===== src/rtl/pixel_stream_source.sv =====
// Raster pixel walker that reads interleaved solver RAMs and
// emits an Avalon-ST pixel stream with sop/eop and backpressure.
//
// Ports:
//   clock, reset      : system clock, async active-high reset
//   run               : 1 = start/continue frames, 0 = idle after frame
//   color_mode        : per-frame pixel mapping, latched at frame start
//   solver_id/addr    : read select and address into the solver RAMs
//   rd_data           : solver data, RD_LATENCY clocks after address
//   out_data/valid/ready/sop/eop : Avalon-ST source
//   busy              : frame in progress
//   frame_count       : completed frames (wraps)
module pixel_stream_source #(
  parameter int NUM_SOLVERS = 29,
  parameter int WIDTH       = 640,
  parameter int HEIGHT      = 480,
  parameter int ID_W        = 6,
  parameter int ADDR_W      = 19,
  parameter int RD_LATENCY  = 2,
  parameter int FIFO_DEPTH  = 4
) (
  input  logic              clock,
  input  logic              reset,
  input  logic              run,
  input  logic [1:0]        color_mode,
  output logic [ID_W-1:0]   solver_id,
  output logic [ADDR_W-1:0] solver_addr,
  input  logic [3:0]        rd_data,
  output logic [7:0]        out_data,
  output logic              out_valid,
  input  logic              out_ready,
  output logic              out_sop,
  output logic              out_eop,
  output logic              busy,
  output logic [15:0]       frame_count
);

  localparam int XW = (WIDTH > 1) ? $clog2(WIDTH) : 1;
  localparam int YW = (HEIGHT > 1) ? $clog2(HEIGHT) : 1;
  localparam int PW = $clog2(FIFO_DEPTH);
  localparam int CW = PW + 1;
  localparam int L  = RD_LATENCY;

  localparam logic [XW-1:0]   X_LAST  = XW'(WIDTH - 1);
  localparam logic [YW-1:0]   Y_LAST  = YW'(HEIGHT - 1);
  localparam logic [ID_W-1:0] ID_LAST = ID_W'(NUM_SOLVERS - 1);
  localparam logic [CW:0]     CREDITS = (CW + 1)'(FIFO_DEPTH);

  typedef enum logic [1:0] {
    S_IDLE,
    S_ISSUE,
    S_DRAIN
  } state_t;

  state_t state;
  state_t state_nx;

  logic [XW-1:0]     x_cnt;
  logic [YW-1:0]     y_cnt;
  logic [ID_W-1:0]   id_cnt;
  logic [ADDR_W-1:0] addr_cnt;
  logic [1:0]        frame_mode;

  logic sop_now;
  logic eop_now;
  logic credit;
  logic issue;
  logic start;
  logic frame_done;

  logic [L-1:0] sb_v;
  logic [L-1:0] sb_sop;
  logic [L-1:0] sb_eop;
  logic [3:0]   sb_id [L];

  logic [CW-1:0] in_flight;
  logic [CW-1:0] fifo_count;
  logic [PW-1:0] wr_ptr;
  logic [PW-1:0] rd_ptr;
  logic [9:0]    fifo_mem [FIFO_DEPTH];

  logic       push;
  logic       pop;
  logic [3:0] tail_id;
  logic [7:0] map_data;

  assign sop_now = (x_cnt == '0) && (y_cnt == '0);
  assign eop_now = (x_cnt == X_LAST) && (y_cnt == Y_LAST);

  // Reads already issued but not yet in the FIFO still own an
  // entry, so the FIFO can never be asked to take more than it has.
  assign credit = ({1'b0, fifo_count} + {1'b0, in_flight}) < CREDITS;

  assign push = sb_v[L-1];
  assign pop  = out_valid && out_ready;

  always_ff @(posedge clock or posedge reset) begin
    if (reset) begin
      state <= S_IDLE;
    end else begin
      state <= state_nx;
    end
  end

  always_comb begin
    state_nx   = state;
    issue      = 1'b0;
    start      = 1'b0;
    frame_done = 1'b0;
    unique case (state)
      S_IDLE: begin
        if (run) begin
          start    = 1'b1;
          state_nx = S_ISSUE;
        end
      end
      S_ISSUE: begin
        if (credit) begin
          issue = 1'b1;
          if (eop_now) begin
            state_nx = S_DRAIN;
          end
        end
      end
      S_DRAIN: begin
        if (fifo_count == '0 && in_flight == '0) begin
          frame_done = 1'b1;
          state_nx   = S_IDLE;
        end
      end
      default: state_nx = S_IDLE;
    endcase
  end

  // Counters rewind at frame start rather than after the last
  // pixel, so the read address holds once the frame is issued.
  always_ff @(posedge clock or posedge reset) begin
    if (reset) begin
      x_cnt      <= '0;
      y_cnt      <= '0;
      id_cnt     <= '0;
      addr_cnt   <= '0;
      frame_mode <= 2'd0;
    end else if (start) begin
      x_cnt      <= '0;
      y_cnt      <= '0;
      id_cnt     <= '0;
      addr_cnt   <= '0;
      frame_mode <= color_mode;
    end else if (issue && !eop_now) begin
      if (x_cnt == X_LAST) begin
        x_cnt <= '0;
        y_cnt <= y_cnt + 1'b1;
      end else begin
        x_cnt <= x_cnt + 1'b1;
      end
      if (id_cnt == ID_LAST) begin
        id_cnt   <= '0;
        addr_cnt <= addr_cnt + 1'b1;
      end else begin
        id_cnt <= id_cnt + 1'b1;
      end
    end
  end

  assign solver_id   = id_cnt;
  assign solver_addr = addr_cnt;

  // Sideband travels alongside the RAM read so the tail stage
  // lines up with rd_data.
  always_ff @(posedge clock or posedge reset) begin
    if (reset) begin
      sb_v   <= '0;
      sb_sop <= '0;
      sb_eop <= '0;
      for (int k = 0; k < L; k++) begin
        sb_id[k] <= 4'd0;
      end
    end else begin
      sb_v[0]   <= issue;
      sb_sop[0] <= sop_now;
      sb_eop[0] <= eop_now;
      sb_id[0]  <= 4'(id_cnt);
      for (int k = 1; k < L; k++) begin
        sb_v[k]   <= sb_v[k-1];
        sb_sop[k] <= sb_sop[k-1];
        sb_eop[k] <= sb_eop[k-1];
        sb_id[k]  <= sb_id[k-1];
      end
    end
  end

  always_ff @(posedge clock or posedge reset) begin
    if (reset) begin
      in_flight <= '0;
    end else if (issue && !push) begin
      in_flight <= in_flight + 1'b1;
    end else if (!issue && push) begin
      in_flight <= in_flight - 1'b1;
    end
  end

  assign tail_id = sb_id[L-1];

  always_comb begin
    map_data = 8'h00;
    unique case (frame_mode)
      2'd0: map_data = {rd_data, rd_data};
      2'd1: map_data = ~{rd_data, rd_data};
      2'd2: map_data = {tail_id, tail_id};
      2'd3: map_data = 8'h00;
      default: map_data = 8'h00;
    endcase
  end

  always_ff @(posedge clock or posedge reset) begin
    if (reset) begin
      wr_ptr <= '0;
      rd_ptr <= '0;
      for (int k = 0; k < FIFO_DEPTH; k++) begin
        fifo_mem[k] <= 10'd0;
      end
    end else begin
      if (push) begin
        fifo_mem[wr_ptr] <= {sb_sop[L-1], sb_eop[L-1], map_data};
        wr_ptr           <= wr_ptr + 1'b1;
      end
      if (pop) begin
        rd_ptr <= rd_ptr + 1'b1;
      end
    end
  end

  always_ff @(posedge clock or posedge reset) begin
    if (reset) begin
      fifo_count <= '0;
    end else if (push && !pop) begin
      fifo_count <= fifo_count + 1'b1;
    end else if (pop && !push) begin
      fifo_count <= fifo_count - 1'b1;
    end
  end

  assign out_valid = (fifo_count != '0);
  assign {out_sop, out_eop, out_data} = fifo_mem[rd_ptr];

  always_ff @(posedge clock or posedge reset) begin
    if (reset) begin
      frame_count <= 16'd0;
    end else if (frame_done) begin
      frame_count <= frame_count + 16'd1;
    end
  end

  assign busy = (state != S_IDLE);

  fifo_no_overflow: assert property (
    @(posedge clock) disable iff (reset)
    push |-> (fifo_count < CW'(FIFO_DEPTH))
  );

endmodule

===== config.mk =====
export PLATFORM = sky130hd
export DESIGN_NAME = pixel_stream_source
export DESIGN_NICKNAME = d
export VERILOG_FILES = /design/src/rtl/pixel_stream_source.sv
export SDC_FILE = /design/constraint.sdc
export NUM_CORES = 1
export LEC_CHECK = 0
export CELL_PAD_IN_SITES_DETAIL_PLACEMENT = 1
export CELL_PAD_IN_SITES_GLOBAL_PLACEMENT = 1
export CORE_MARGIN = 2
export CORE_UTILIZATION = 40
export CTS_BUF_LIST = sky130_fd_sc_hd__clkbuf_16
export DETAILED_ROUTE_END_ITERATION = 10
export PLACE_DENSITY_LB_ADDON = 0.1
export SETUP_SLACK_MARGIN = 0.02
export SLEW_MARGIN = 40
export SYNTH_ARGS = -nofsm -noshare
export SYNTH_HDL_FRONTEND = slang
export SYNTH_SLANG_ARGS = --single-unit

===== constraint.sdc =====
create_clock -name clock -period 3.4 [get_ports clock]
set_input_delay 0.68 -clock clock [delete_from_list [all_inputs] [get_ports clock]]
set_output_delay 0.68 -clock clock [all_outputs]
set_load 0.02 [all_outputs]

==> results of run 1 <==
synthesized netlist by cell type (all sizes together), types with 12 or more instances:
cell	n
dfrtp	112
nand2	57
o21ai	35
nor2	32
nand3	30
xnor2	30
a21oi	26
inv	18
nand4	18
ha	16
or3	13
buf	12
per-layer routing:
layer  global-route usage  vias to the layer above
met3               0.0490                       11
met4               0.0441                        0
li1                     -                     1891
met1                0.235                     2036
met2                0.304                       46
met5                    0                        -
final cells by class:
type	instances	area (um^2)
fillers	1451	6770
clock inverters	7	40.0
clock buffers	9	225
repair buffers	67	683
flip-flops and latches	112	2800
inverters	19	75.1
well taps	176	220
multi-input cells	354	2370
sequential cells by signal (all words and copies together) (netlist names):
register	cells
sb_sop	2
sb_id	4
sb_eop	2
fifo_mem	24
solver_addr	19
state	2
in_flight	3
rd_ptr	2
sb_v	2
fifo_count	3
frame_count	16
y_cnt	9
frame_mode	2
wr_ptr	2
solver_id	6
tail_id	4
x_cnt	10
per-stage QoR:
stage / util / hold slack [ns] / instances / worst slack (ns)
2_1_floorplan: - / 0.331 / 508 / 1.09
3_3_place_gp: 0.467 / 0.332 / 728 / 0.808
3_5_place_dp: 0.467 / 0.336 / 728 / 0.741
4_1_cts: 0.487 / 0.353 / 744 / 0.533
5_1_grt: 0.487 / 0.355 / 744 / 0.460
6_report: 0.487 / 0.349 / 744 / 0.573
power by group through the flow:
stage	clock (uW)	combinational [uW]	sequential, uW
6_report	984	2240	2160
2_1_floorplan	0	1500	2150
3_5_place_dp	0	2260	2180
3_3_place_gp	0	2180	2160
4_1_cts	1020	2270	2160
5_1_grt	1070	2520	2230
worst max-delay path: stages (launching register included):
cell	delay, ns
dfrtp_1	0.64
mux4_2	0.59
clkdlybuf4s50_1	0.56
kinds of logic (layout without fill, tap and decap cells):
kind of cell    after synthesis  after routing  synth area share
simple gates                191            191             0.183
flops                       112            112             0.523
compound gates               84             84            0.0940
buf+inv                      42            102            0.0350
xor+xnor                     41             41            0.0669
mux                          20             20            0.0539
fa+ha+maj                    18             18            0.0448
final timing paths:
path | slack (ns) | cells after the start | endpoint
max in group asynchronous | 2.12 | 3 | y_cnt[0]
hold reg to reg | 0.35 | 0 | sb_eop[1]
setup reg to reg | 0.75 | 10 | in_flight[2]
hold / removal | 0.35 | 0 | sb_eop[1]
min in group asynchronous | 0.85 | 3 | frame_mode[0]
setup / recovery | 0.57 | 2 | out_data[1]
==> results_dict.tcl, run 1 <==
set metrics [dict create \
    status "complete, no violations" \
    slew_violations 0 \
    p_sw_uw 2150 \
    layout_commonest_cell "dfrtp_1" \
    crit_fanout 8 \
    layout_common_cells "dfrtp_1 (112), clkdlybuf4s50_1 (62), nand2_1 (56), o21ai_0 (34), nor2_1 (32)" \
    post_cts_buffers 0 \
    io_buffers 62 \
    clockRootBuffer "clkbuf_16" \
    first_global_vias 4124 \
    crit_path_end_kind "output pin" \
    core_um2 13200 \
    synth_top_cell_by_area "dfrtp_1" \
    switching_share 0.399 \
    drv_cap 0 \
    netlist_area_um2 5360 \
    cts_buffer_depth 2 \
    numCtsBuffers 9 \
    clk_pin_slew_ns 0.07 \
    dr_wl_met3_um 412 \
    rsz0062_at_grt "false" \
    fin_area_um2 6420 \
    wl_met2_mm 5.99 \
    io_pins 63 \
    cellLeakagePower_uw 0.00269 \
    synthArstFlopShare 1.00 \
    cts_hold_buf 0 \
    grt_overflow_total 0 \
    final_nets 591 \
    rows 42 \
    drive_above_1_share 0.0827 \
    synth_top_area_frac 0.523 \
    fp.dieH_um 120 \
    globalplace.congestion 0.797 \
    p_comb_frac 0.416 \
    dp_hpwl_mm 8.25 \
    grt_pass1_wl_mm 20.8 \
    ys.flop_type "dfrtp_1" \
    syn-num-nets 536 \
    placed_cell_area_um2 6150 \
    h-tree-depth 3 \
    setup-violations-final 0 \
    power.density_nw_per_um2 837 \
    antenna_found_initial 0 \
    remaining_drc_errors 0 \
    grt_use_total 0.181 \
    m1WireLength_mm 5.44 \
    seqPwrFrac 0.401 \
    ys_types 59 \
    skew_ns 0.00559 \
    area_growth_pct 19.7 \
    dieArea_um2 14400 \
    clkPwrFrac 0.183 \
    cts_tree "yes" \
    drt-vias-per-instance 5.35 \
    routed_wl_mm 12.0 \
    critPathArrivalTime_ns 2.15 \
    syn_area_per_cell_um2 10.6 \
    hold_path.class "flop to flop" \
    max_slew_margin 0.558 \
    detail_route.wl_per_cell_um 16.1 \
    synth-edff-count 0 \
    cts_sinks 112 \
    clk_latency_ns 0.35 \
    firstDrtPassIters 4 \
    start_util 0.407 \
    synth_cells 508 \
    ys_top_cells_by_area "dfrtp_1 (52%), xnor2_1 (4.9%), nand2_1 (3.9%), ha_1 (3.7%), o21ai_0 (3.2%)" \
    antenna_left 0 \
    dr.max_layer_used "met4" \
    yosysSeqAreaShare 0.523 \
    drt_first_iter_violations 241 \
    min_from "sb_eop[0]" \
    post_cts_resized 0 \
    total_power_uw 5380 \
    intPower_uw 3230 \
    startpoint_type "flop" \
    worst_pin_slew_ns 0.659 \
    vias 3984 \
    peakVddDrop_mv 0.418 \
    ys_warn_count 0 \
    fmax_mhz 354 \
    finalCritPeriodShare 0.831 \
    crit-reg2reg-launch "in_flight[2]" \
    ys_ff_latch 112 \
    diodes 0 \
    critPathRequiredTime_ns 2.72 \
    grt_max_degree 113 \
    crit_path_start "rd_ptr[0]" \
    hold_viol_final 0 \
    die_width_um 120 \
    path_class "flop to output pin" \
    finalSetupTns_ns 0 \
    layout_min_cycle_time_ns 2.83 \
]
Note: power is estimated with default switching activity, not from simulation.
==> run 2: changes to the inputs <==
- CORE_UTILIZATION: 40 -> 44
- clock period: 3.4 -> 2.8 ns (I/O delays scaled with it)
==> run 2 against run 1 <==
Against the previous run:
- via count increased by 0.58%
- sequential power increased by 21%
- power increased by 24%
- die area decreased by 8.8%
- combinational power increased by 25%
- global-route usage increased by 2.2 points
- critical path depth unchanged
- first-iteration DRC count decreased by 14%
- cell count decreased by 3.4%
- critical endpoint is now out_data[7]
==> results_dict.tcl, run 2 (same netlist as run 1, synthesis figures left out) <==
set metrics [dict create \
    status "complete, no violations" \
    hold_path.class "flop to flop" \
    fin_area_um2 6440 \
    peakVddDrop_mv 0.445 \
    critPathArrivalTime_ns 2.00 \
    max_slew_margin 0.590 \
    cts_sinks 112 \
    first_global_vias 4241 \
    post_cts_resized 0 \
    layout_common_cells "dfrtp_1 (111), clkdlybuf4s50_1 (62), nand2_1 (56), o21ai_0 (34), nor2_1 (32)" \
    grt_use_total 0.203 \
    clockRootBuffer "clkbuf_16" \
    dpl_worst_slack_ns 0.379 \
    layout_commonest_cell "dfrtp_1" \
    drt-vias-per-instance 5.57 \
    cellLeakagePower_uw 0.00272 \
    drt_first_iter_violations 208 \
    critPathTopFamily "multiplexers" \
    dr_wl_met3_um 261 \
    die_width_um 114 \
    antenna_found_initial 0 \
    post_cts_buffers 0 \
    dr.max_layer_used "met4" \
    top_register "fifo_mem" \
    largest_reg_flops 24 \
    max_stage_delay_ns 0.57 \
    drive_above_1_share 0.0962 \
    wl_met2_mm 6.18 \
    h-tree-depth 3 \
    crit_path_end_kind "output pin" \
    crit_fanout 8 \
    placed_cell_area_um2 6150 \
    finalSetupTns_ns 0 \
    globalplace.congestion 0.836 \
    slowest_stage "mux4_2" \
    worst_pin_slew_ns 0.611 \
    drv_cap 0 \
    crit_chain "mux4_2 -> clkdlybuf4s50_1" \
    rsz0062_at_grt "false" \
    hold_viol_final 0 \
    area_growth_pct 20.0 \
    clk_latency_ns 0.35 \
    vias 4007 \
    finalCritPeriodShare 0.915 \
    fmax_mhz 390 \
    routed_wl_mm 12.2 \
    remaining_drc_errors 0 \
    io_buffers 62 \
    io_pins 63 \
    power.density_nw_per_um2 1040 \
    dp_hpwl_mm 8.36 \
    multi_input_area_um2 2370 \
    slew_violations 0 \
    critPathRequiredTime_ns 2.24 \
    setup-violations-final 0 \
    cp_num_buf_inv 1 \
    cts_buffer_depth 2 \
    detail_route.wl_per_cell_um 17.0 \
    grt_overflow_total 0 \
    start_util 0.448 \
    layout_min_cycle_time_ns 2.56 \
    diodes 0 \
    m1WireLength_mm 5.59 \
    final_nets 595 \
    regArea_um2 2800 \
    startpoint_type "flop" \
    path_class "flop to output pin" \
    cts_tree "yes" \
    rows 40 \
    cts_hold_buf 0 \
    final_core_util 0.538 \
    clk_pin_slew_ns 0.08 \
    fp.dieH_um 114 \
    setup_ws_ns 0.237 \
    hold_slack_ns 0.355 \
    skew_ns 0.00704 \
    fillers 1309 \
    antenna_left 0 \
    firstDrtPassIters 4 \
    grt_pass1_wl_mm 21.3 \
    dieArea_um2 13100 \
    grt_max_degree 113 \
    core_um2 12000 \
    numCtsBuffers 9 \
]
run 2: cell types whose count changed in the layout (fill, tap and decap cells not counted), moves of 2 or more:
cell / before / now
buf_4: 3 / 7
inv_8: 0 / 2
clkinv_4: 0 / 2
inv_1: 19 / 17
clkinvlp_4: 3 / 1
run 2: layer usage:
| metal | vias up | global-route usage |
|---|---|---|
| li1 | 1907 | - |
| met1 | 2031 | 0.266 |
| met2 | 52 | 0.346 |
| met3 | 17 | 0.0312 |
| met4 | 0 | 0.0683 |
| met5 | - | 0 |
run 2: worst paths after layout:
| path | startpoint | to | slack (ns) | cells past startpoint |
|---|---|---|---|---|
| max | rd_ptr[0] | out_data[7] | 0.24 | 2 |
| min | sb_v[0] | sb_v[1] | 0.35 | 0 |
| max reg2reg | x_cnt[0] | solver_addr[17] | 0.37 | 6 |
| min reg2reg | sb_v[0] | sb_v[1] | 0.35 | 0 |
| max in group asynchronous | reset | rd_ptr[0] | 1.59 | 3 |
| min in group asynchronous | reset | solver_id[4] | 0.74 | 3 |
run 2: report_power, final:
| group | switching (uW) | total [uW] | internal [uW] |
|---|---|---|---|
| Combinational | 1530 | 2810 | 1280 |
| Sequential | 526 | 2610 | 2090 |
| Clock | 641 | 1270 | 626 |
run 2: worst register-to-register path, cell delays in order, from the launching register on:
cell and delay (ns):
dfrtp_1 0.45, ha_1 0.29, and3_4 0.21, and4_4 0.23
a2111o_1 0.59, or4_1 0.45, a21oi_1 0.15
run 2: final cells by class:
type                            instances  share of cell area
Clock inverter                          7             0.00972
Clock buffer                            9              0.0350
Sequential cell                       112               0.436
Timing Repair Buffer                   71               0.111
Inverter                               19              0.0117
Multi-Input combinational cell        354               0.369
Tap cell                              147              0.0286
run 2: per-stage QoR:
stage	std cells	total power (uW)
final	719	6690
after global routing	719	7220
after CTS	719	6780
after detailed placement	703	5480
after global placement	703	5340
after floorplan	508	4440
